`src/rtl/fifo_stream_pkg.sv`:
```
// fifo_stream_pkg: shared constants and types for the FIFO stream reader
package fifo_stream_pkg;
    localparam int BUF_DEPTH     = 2;
    localparam int DEFAULT_WIDTH = 9;
    typedef logic [1:0] buf_level_t;
endpackage

```
`src/rtl/stream_buf2.sv`:
```
// stream_buf2: 2-entry register queue with head index, usable as a skid buffer
module stream_buf2
    import fifo_stream_pkg::*;
#(
    parameter int WIDTH = DEFAULT_WIDTH
) (
    input  logic             clk,
    input  logic             rst,
    input  logic             clr,
    input  logic             push,
    input  logic             pop,
    input  logic [WIDTH-1:0] din,
    output logic [WIDTH-1:0] dout,
    output buf_level_t       count
);
    logic [WIDTH-1:0] entry [BUF_DEPTH];
    logic             head;
    logic             wr_idx;
    // Free slot sits right behind the occupied run; a same-cycle pop frees the head slot itself
    always_comb begin
        wr_idx = head ^ count[0];
        dout   = entry[head];
    end
    // Storage, head pointer and occupancy; clear discards contents without touching data regs
    always_ff @(posedge clk or posedge rst) begin
        if (rst) begin
            entry[0] <= '0;
            entry[1] <= '0;
            head     <= 1'b0;
            count    <= '0;
        end else if (clr) begin
            head  <= 1'b0;
            count <= '0;
        end else begin
            if (push) entry[wr_idx] <= din;
            if (pop) head <= ~head;
            count <= count + {1'b0, push} - {1'b0, pop};
        end
    end
    // Pushing into a full buffer without a simultaneous pop would lose a word
    assert property (@(posedge clk) disable iff (rst) !(push && !pop && !clr && count == buf_level_t'(BUF_DEPTH)));
endmodule

```
`src/rtl/fifo_stream_reader.sv`:
```
// fifo_stream_reader: turns a registered-output FIFO pop port into a valid/ready stream
module fifo_stream_reader
    import fifo_stream_pkg::*;
#(
    parameter int WIDTH = DEFAULT_WIDTH
) (
    input  logic             clk,
    input  logic             rst,
    input  logic             flush,
    output logic             fifo_rd_en,
    input  logic [WIDTH-1:0] fifo_dout,
    input  logic             fifo_empty,
    output logic             m_valid,
    input  logic             m_ready,
    output logic [WIDTH-1:0] m_data,
    output buf_level_t       buf_level
);
    logic       inflight;
    logic       pop;
    logic [2:0] demand;
    // Issue a read only if the buffer can absorb it together with any word already in flight
    always_comb begin
        m_valid    = buf_level != '0;
        pop        = m_valid && m_ready;
        demand     = {1'b0, buf_level} + {2'b0, inflight} - {2'b0, pop};
        fifo_rd_en = !rst && !fifo_empty && !flush && demand < 3'(BUF_DEPTH);
    end
    // A read issued this cycle returns data on fifo_dout next cycle
    always_ff @(posedge clk or posedge rst) begin
        if (rst) inflight <= 1'b0;
        else inflight <= fifo_rd_en;
    end
    stream_buf2 #(.WIDTH(WIDTH)) u_buf (
        .clk   (clk),
        .rst   (rst),
        .clr   (flush),
        .push  (inflight && !flush),
        .pop   (pop),
        .din   (fifo_dout),
        .dout  (m_data),
        .count (buf_level)
    );
endmodule
```
`config.mk`:
```
export PLATFORM = sky130hd
export DESIGN_NAME = fifo_stream_reader
export DESIGN_NICKNAME = d
export VERILOG_FILES = /design/src/rtl/fifo_stream_pkg.sv /design/src/rtl/stream_buf2.sv /design/src/rtl/fifo_stream_reader.sv
export SDC_FILE = /design/constraint.sdc
export NUM_CORES = 1
export LEC_CHECK = 0
export CORE_MARGIN = 8
export CORE_UTILIZATION = 41
export CTS_CLUSTER_SIZE = 30
export DETAILED_ROUTE_END_ITERATION = 6
export PLACE_DENSITY = 0.68
export SLEW_MARGIN = 5
export SYNTH_ARGS = -nofsm -noshare
export SYNTH_HDL_FRONTEND = slang
export SYNTH_SLANG_ARGS = --single-unit
```
`constraint.sdc`:
```
create_clock -name clk -period 3.92 [get_ports clk]
set_clock_uncertainty 0.05 [all_clocks]
set_input_delay 0.784 -clock clk [delete_from_list [all_inputs] [get_ports clk]]
set_output_delay 0.784 -clock clk [all_outputs]
set_load 0.01 [all_outputs]
```
# Yosys cells after proc, flatten, opt, wreduce, memory -nomap -nowiden

Cells that the tools add are included.

Add/subtract/negate cells: 4
Reduce and logical (&&, ||, !) cells: 12
Magnitude comparators: 4
Bitwise operators: 5
Mux-type cells: 9

Operators by type and width:

| cell                 | count |
|---|---|
| $mux W9              | 4 |
| $bwmux W18           | 1 |
| $demux W9 S1         | 1 |
| $logic_and A1 B1 Y1  | 6 |
| $ge A2 B2 Y1 const B | 2 |
| $not A1 Y2           | 2 |
| $reduce_bool A2 Y1   | 2 |
| $add A2 B1 Y3        | 1 |
| $logic_not A1 Y1     | 3 |
| $lt A3 B2 Y1 const B | 1 |
| $sub A3 B1 Y3        | 1 |
| $add A2 B1 Y2        | 1 |
| $lt A2 B1 Y1 const B | 1 |
| $mux W1              | 2 |
| $mux W2              | 1 |
| $not A1 Y1           | 2 |
| $reduce_and A2 Y1    | 1 |
| $sub A2 B1 Y2        | 1 |
| $xor A1 B1 Y1        | 1 |

Input port bits: 14
Register bits after elaboration: 22

# Depth between registers and ports, before layout

Gate-level depths: netlist (run 1).

Depth in word-level cells: 7
Mapped depth: 6
Mapped depth without buffers: 6

# Hierarchy

A second synthesis (run 1) with hierarchy kept.

Cells, all modules: 76
Area, all modules: 1,064.8 µm²

By module, submodules not included:

| module             | instances | cells each | sequential area each (µm²) | area an instance (µm²) |
|---|---|---|---|---|
| stream_buf2        | 1         | 64         | 525.5                      | 949.7 |
| fifo_stream_reader | 1         | 12         | 25.0                       | 115.1 |

# Worst setup path before layout (run 1)

Ideal clock, no wire load.

Path kind: input to output
Start: input m_ready
End: output fifo_rd_en
Arrival: 2.298 ns
Stages: 6
Path slack: 0.788 ns
Path through: o21a_1 -> ha_1 -> nand2b_1 -> fa_1 -> nand2b_1 -> nor4_1

Cells in the longest elaborated chain, start to end: 4

Ends and longest elaborated chain:

| element             | RTL line                 | text |
|---|---|---|
| start: declaration  | fifo_stream_reader.sv:14 | `input logic m_ready,` |
| $logic_and A1 B1 Y1 | fifo_stream_reader.sv:24 | `pop = m_valid && m_ready;` |
| $sub A3 B1 Y3       | fifo_stream_reader.sv:25 | `demand = {1'b0, buf_level} + {2'b0, inflight} - {2'b0, pop};` |
| $lt A3 B2 Y1        | fifo_stream_reader.sv:26 | `fifo_rd_en = !rst && !fifo_empty && !flush && demand < 3'(BUF_DEPTH);` |
| $logic_and A1 B1 Y1 | fifo_stream_reader.sv:26 |  |
| end: declaration    | fifo_stream_reader.sv:10 | `output logic fifo_rd_en,` |

Every way passes these cells.

# Worst setup path in the final report (run 1)

Ends and elaborated chain as after synthesis.

==> results by group, run 1 <==
Yosys
  • Number of library cell types mapped by synthesis: 19
  • Cells after Synth: 74
  • Mapped cell area: 1100 µm²
  • Register area share after synthesis: 49.9%
  • #FFs+latches synth: 22
  • Synth warn: 0
  • Mapped Avg Cell Area: 14.9 µm²
  • Post-synth net total: 92

Critical path
  • Setup crit start kind: input pin
  • Crit path max fanout: 2
  • Worst EP arrival: 2.91 ns
  • Top cell by count, worst path: nand2b_1
  • WS Path Type: input pin to output pin
  • CP max stage delay: 0.49 ns
  • Endpoint class of the critical path: output pin
  • Family with the most delay on the worst path: buffers and inverters
  • Worst-path cell chain: clkdlybuf4s50_1, o21a_1, ha_1, nand2b_1, fa_1, nand2b_1, nor4_2, dlygate4sd2_1
  • Critical path buffers and inverters: 2
  • WP data required: 3.09 ns
  • CP max stage cell: fa_1

CTS
  • Total clock sinks: 22
  • Hold-fix buffers at CTS: 0
  • CTS tree: yes
  • Worst-path clk slew: 0.12 ns
  • Clock buffer depth: 2
  • Gates resized, CTS repair: 2
  • Num CTS Buffers: 3
  • Root Buffer: clkbuf_4
  • Post-CTS setup buffers: 0
  • Clk_lat worst skew: 0.31 ns
  • H-tree depth reported by CTS: 1

GRT
  • Overall routing resource usage: 10.4%
  • Largest net degree at the start of global routing: 23
  • Grt ovf: 0
  • Antenna violations before repair: 0
  • First-pass GRT wire length: 3.62 mm
  • Vias in the first global route: 776

Cells and area
  • Nets: 122
  • Share of cells above drive strength 1: 35.9%
  • Inserted Diodes: 0
  • Area growth syn-to-layout: 31.6%

Floorplanning
  • Die extent in x: 67.9 µm
  • # rows: 19
  • Die area: 4600 µm²
  • Starting Density: 41.4%
  • Core area: 2660 µm²
  • IO Pins: 27
  • Height of the die: 67.9 µm

Timing
  • Final setup viols: 0
  • Hold WS: 0.466 ns
  • Unrepaired setup endpoints after global routing: false
  • Fin. max-slew vios: 0
  • Final Hold Viols: 0
  • Actual slew at the worst max-slew pin: 0.829 ns
  • Final setup margin: 0.175 ns
  • Fin crit period: 3.74 ns
  • FMAX: 267 MHz
  • Max-slew headroom: 44.7%
  • Final Cycle Share: 95.5%

Pwr
  • Pwr Density: 709 nW/µm²
  • Clock share of power: 16.8%
  • Lkg Pwr: 0.684 nW
  • Peak supply drop: 0.000476 V
  • Combinational Power Share: 44.8%
  • Net switching power: 0.000290 W
  • Total power: 0.00103 W
  • Switching share of power: 28.2%
  • Pint: 0.000738 W
  • Flop pwr share: 38.3%

Routing
  • DRC errors left: 0
  • Routed vias/inst: 5.07
  • Vias: 680
  • Post-route ant nets: 0
  • DRT Pass-1 Iters: 2
  • Post-Route WL: 2.18 mm
  • DRT iter0 DRCs: 21
  • Post-DR wirelength/cell: 16.3 µm

Min path
  • Hold crit path type: register to register

Placement
  • Placer Congestion: 0.726
  • Port Buffers: 26
  • Dpl hpwl: 1.60 mm
  • Post-Place Worst Slack: -0.195 ns

Status
  • Status: finished clean

Run
  • Max-Cap Viols: 0
## registers in the layout (all words and copies together) (netlist names)
| signal | flops |
|---|---|
| u_buf.count | 2 |
| u_buf.head | 1 |
| inflight | 1 |
| u_buf.entry | 18 |
## area by class of cell
class / instances / area, µm²
clock buffer: 3 / 22.5
clock inverter: 1 / 30.0
fill: 232 / 1210
inverter: 3 / 11.3
multi-input combinational: 47 / 531
sequential: 22 / 551
tap: 31 / 38.8
timing repair buffer: 27 / 267
## worst reg2reg max path: stages (launching register included)
cell,delay (ns)
dfrtp_1,0.47
o21a_1,0.24
ha_1,0.28
nand2b_1,0.17
fa_1,0.49
nand2b_1,0.07
nor4_2,0.26
## cells in the final DEF (no fill, tap or decap), drive strengths merged
master         synthesis  final
xor2                   2      2
buf                    2      1
ha                     3      3
fa                     1      1
bufinv                 0      1
dlygate4sd2            0      1
xnor2                  3      3
nor2                   3      3
mux2                  27     27
o21a                   1      1
clkbuf                 0      3
nor4                   1      1
nor2b                  1      1
nand2b                 4      4
inv                    3      3
or2                    1      1
clkdlybuf4s50          0     25
dfrtp                 22     22
## worst paths after layout
check,startpoint,endpoint,slack (ns),cells past startpoint
min in group asynchronous,rst,u_buf.entry[9]$_DFFE_PP0P_,0.92,2
worst max register to register,u_buf.count[0]$_DFF_PP0_,inflight$_DFF_PP0_,1.80,6
worst min register to register,u_buf.entry[3]$_DFFE_PP0P_,u_buf.entry[3]$_DFFE_PP0P_,0.47,1
max in group asynchronous,rst,u_buf.entry[5]$_DFFE_PP0P_,2.38,2
worst max-delay path,m_ready,fifo_rd_en,0.18,8
worst min-delay path,u_buf.entry[3]$_DFFE_PP0P_,u_buf.entry[3]$_DFFE_PP0P_,0.47,1
## cells by family (layout without fill, tap and decap cells)
family | after synthesis | after routing | synth area share (%)
compound gates | 1 | 1 | 0.681
xor+xnor | 5 | 5 | 4.65
fa+ha+maj | 4 | 4 | 5.22
buf+inv | 5 | 34 | 2.50
flops | 22 | 22 | 49.9
mux | 27 | 27 | 30.6
simple gates | 10 | 10 | 6.36
## per-stage QoR
| step | setup TNS [ns] | area [µm²] | cells | utilization, % |
|---|---|---|---|---|
| 3_3_place_gp | -0.0604 | 1390 | 130 | 52.3 |
| 3_5_place_dp | -0.195 | 1390 | 130 | 52.3 |
| 4_1_cts | 0 | 1450 | 134 | 54.5 |
| 2_1_floorplan | 0 | 1100 | 74 | - |
| 6_report | 0 | 1450 | 134 | 54.5 |
| 5_1_grt | 0 | 1450 | 134 | 54.5 |
## power groups by stage
stage               registers (W)  clock network [W]  logic (W)
floorplan                0.000374                  0   0.000292
global placement         0.000393                  0   0.000455
detailed placement       0.000401                  0   0.000464
CTS                      0.000396           0.000179   0.000470
global route             0.000410           0.000189   0.000498
finish                   0.000394           0.000173   0.000461
## cell usage after synthesis, drive strengths merged
| cell type | instances | share of area, % |
|---|---|---|
| mux2 | 27 | 31 |
| dfrtp | 22 | 50 |
| nand2b | 4 | 3.0 |
| ha | 3 | 3.4 |
| inv | 3 | 1.0 |
| nor2 | 3 | 1.7 |
| xnor2 | 3 | 3.1 |
| buf | 2 | 1.5 |
| xor2 | 2 | 1.6 |
| fa | 1 | 1.8 |
| nor2b | 1 | 0.57 |
| nor4 | 1 | 0.57 |
| o21a | 1 | 0.68 |
| or2 | 1 | 0.57 |
## metal layers
layer	GRT usage (%)	share of wire, %	wire length (µm)	up-vias
met2	16.7	49	1070	20
met3	5.40	9.5	208	2
li1	-	-	-	314
met4	2.30	0.37	8	0
met5	0	0	0	-
met1	12.3	41	900	344
No activity file was read; power rests on OpenSTA's default activity.
==> inputs of run 2 (changes only) <==
--- a/config.mk
+++ b/config.mk
@@ -10,6 +10,7 @@
 export CTS_CLUSTER_SIZE = 30
 export DETAILED_ROUTE_END_ITERATION = 6
 export PLACE_DENSITY = 0.68
+export REMOVE_ABC_BUFFERS = 1
 export SLEW_MARGIN = 5
 export SYNTH_ARGS = -nofsm -noshare
 export SYNTH_HDL_FRONTEND = slang
==> run 2 against run 1 <==
Compared with the run above:
- first-iteration DRC count decreased by 29%
- combinational power decreased by 2%
- critical path depth unchanged
- via count decreased by 2.2%
- global-route usage decreased by 0.94 points
- utilization decreased by 0.23 points
- sequential power about the same
- power decreased by 1.3%
- die area unchanged
- clock power about the same
- design area decreased by 0.43%
- register-to-register slack improved by 0.03 ns
- critical path type unchanged
- largest power group unchanged
==> results by group, run 2 (same netlist as run 1, synthesis figures left out) <==
Status
  • Status: finished clean

Floorplanning
  • Die extent in x: 67.9 µm
  • IO Pins: 27
  • Core area: 2660 µm²
  • Height of the die: 67.9 µm
  • # rows: 19
  • Starting Density: 41.4%
  • Die area: 4600 µm²

Critical path
  • Top cell by count, worst path: nand2b_1
  • Worst EP arrival: 2.87 ns
  • CP max stage delay: 0.48 ns
  • WP data required: 3.09 ns
  • CP max stage cell: fa_1
  • Crit path max fanout: 2
  • Setup crit start kind: input pin
  • Endpoint class of the critical path: output pin
  • Family with the most delay on the worst path: buffers and inverters
  • Worst-path cell chain: clkdlybuf4s50_1, o21a_1, ha_1, nand2b_1, fa_1, nand2b_1, nor4_1, dlygate4sd2_1
  • WS Path Type: input pin to output pin
  • Critical path buffers and inverters: 2

Cells and area
  • Share of cells above drive strength 1: 35.0%
  • Fillers: 226
  • Inserted Diodes: 0
  • Largest register FFs: 18
  • Biggest regs: u_buf.entry x18, u_buf.count x2
  • Nets: 122
  • Most frequent cells in the layout: 25 x clkdlybuf4s50_1, 22 x dfrtp_1, 18 x mux2_2, 9 x mux2_4
  • Area growth syn-to-layout: 31.0%
  • Largest Register: u_buf.entry
  • Most common cell after layout, fill and taps aside: clkdlybuf4s50_1

Timing
  • Setup TNS: 0 ns
  • Final setup viols: 0
  • Final Cycle Share: 94.5%
  • FMAX: 270 MHz
  • Actual slew at the worst max-slew pin: 0.801 ns
  • Unrepaired setup endpoints after global routing: false
  • Fin. max-slew vios: 0
  • Final Hold Viols: 0
  • Max-slew headroom: 46.6%
  • Hold WS: 0.468 ns
  • Fin crit period: 3.70 ns

Routing
  • Post-Route WL: 2.00 mm
  • DRC errors left: 0
  • DRT iter0 DRCs: 15
  • Post-route ant nets: 0
  • Post-DR wirelength/cell: 14.9 µm
  • Vias: 665
  • Routed vias/inst: 4.96
  • DRT Pass-1 Iters: 3

CTS
  • Hold-fix buffers at CTS: 0
  • H-tree depth reported by CTS: 1
  • Root Buffer: clkbuf_4
  • Gates resized, CTS repair: 1
  • Num CTS Buffers: 3
  • Post-CTS setup buffers: 0
  • Worst-path clk slew: 0.11 ns
  • Clk_lat worst skew: 0.30 ns
  • Clock buffer depth: 2
  • Total clock sinks: 22
  • CTS tree: yes

GRT
  • Largest net degree at the start of global routing: 23
  • Grt ovf: 0
  • Vias in the first global route: 718
  • First-pass GRT wire length: 3.31 mm
  • Overall routing resource usage: 9.50%
  • Antenna violations before repair: 0

Placement
  • Dpl hpwl: 1.51 mm
  • Port Buffers: 26
  • Placer Congestion: 0.668

Pwr
  • Lkg Pwr: 0.683 nW
  • Pwr Density: 702 nW/µm²
  • Peak supply drop: 0.000445 V

Min path
  • Hold crit path type: register to register

Run
  • Max-Cap Viols: 0
## run 2: cell counts in the layout (fill, tap and decap cells not counted)
No cell type changed its count.
## run 2: layer usage
| layer | wire length, µm | global-route usage [%] | up-vias |
|---|---|---|---|
| li1 | - | - | 316 |
| met1 | 909 | 11.3 | 329 |
| met2 | 933 | 15.3 | 18 |
| met3 | 133 | 4.09 | 2 |
| met4 | 19 | 3.07 | 0 |
| met5 | 0 | 0 | - |
## run 2: path summary, 6_finish.rpt
| check | slack [ns] | depth (start not counted) | end | startpoint |
|---|---|---|---|---|
| hold reg to reg | 0.47 | 1 | u_buf.entry[17]$_DFFE_PP0P_ | u_buf.entry[17]$_DFFE_PP0P_ |
| min in group asynchronous | 0.90 | 2 | u_buf.entry[9]$_DFFE_PP0P_ | rst |
| setup reg to reg | 1.83 | 6 | inflight$_DFF_PP0_ | u_buf.count[0]$_DFF_PP0_ |
| hold / removal | 0.47 | 1 | u_buf.entry[17]$_DFFE_PP0P_ | u_buf.entry[17]$_DFFE_PP0P_ |
| max in group asynchronous | 2.41 | 2 | u_buf.count[0]$_DFF_PP0_ | rst |
| setup / recovery | 0.22 | 8 | fifo_rd_en | m_ready |
## run 2: power by group
group / switching (W) / internal, W / leakage [nW] / total, W
Clock: 0.0000666 / 0.000103 / 0.0279 / 0.000170
Combinational: 0.000143 / 0.000309 / 0.371 / 0.000452
Sequential: 0.0000683 / 0.000323 / 0.285 / 0.000392
Total: 0.000278 / 0.000736 / 0.683 / 0.00101
## run 2: area by class of cell
type | count | area [µm²] | share of cell area [%]
Sequential cell | 22 | 551 | 38.1
Inverter | 3 | 11.3 | 0.780
Timing Repair Buffer | 27 | 267 | 18.5
Clock inverter | 1 | 30.0 | 2.08
Tap cell | 31 | 38.8 | 2.69
Multi-Input combinational cell | 47 | 524 | 36.3
Clock buffer | 3 | 22.5 | 1.56
## run 2: per-stage QoR
| stage | util [%] | instances | setup slack (ns) | power (W) | instance area, µm² |
|---|---|---|---|---|---|
| 3_5_place_dp | 52.3 | 130 | -0.0902 | 0.000860 | 1390 |
| 2_1_floorplan | - | 72 | 0.788 | 0.000661 | 1090 |
| 4_1_cts | 54.2 | 134 | 0.192 | 0.00103 | 1440 |
| 6_report | 54.2 | 134 | 0.216 | 0.00101 | 1440 |
| 3_3_place_gp | 52.3 | 130 | -0.0658 | 0.000850 | 1390 |
| 5_1_grt | 54.2 | 134 | 0.0425 | 0.00108 | 1440 |
## run 2: worst reg2reg max path, delay by kind of cell, from the launching register on
kind	cells	cell delay [ns]
fa+ha+maj	2	0.74
simple gates	3	0.48
flops	1	0.48
compound gates	1	0.23
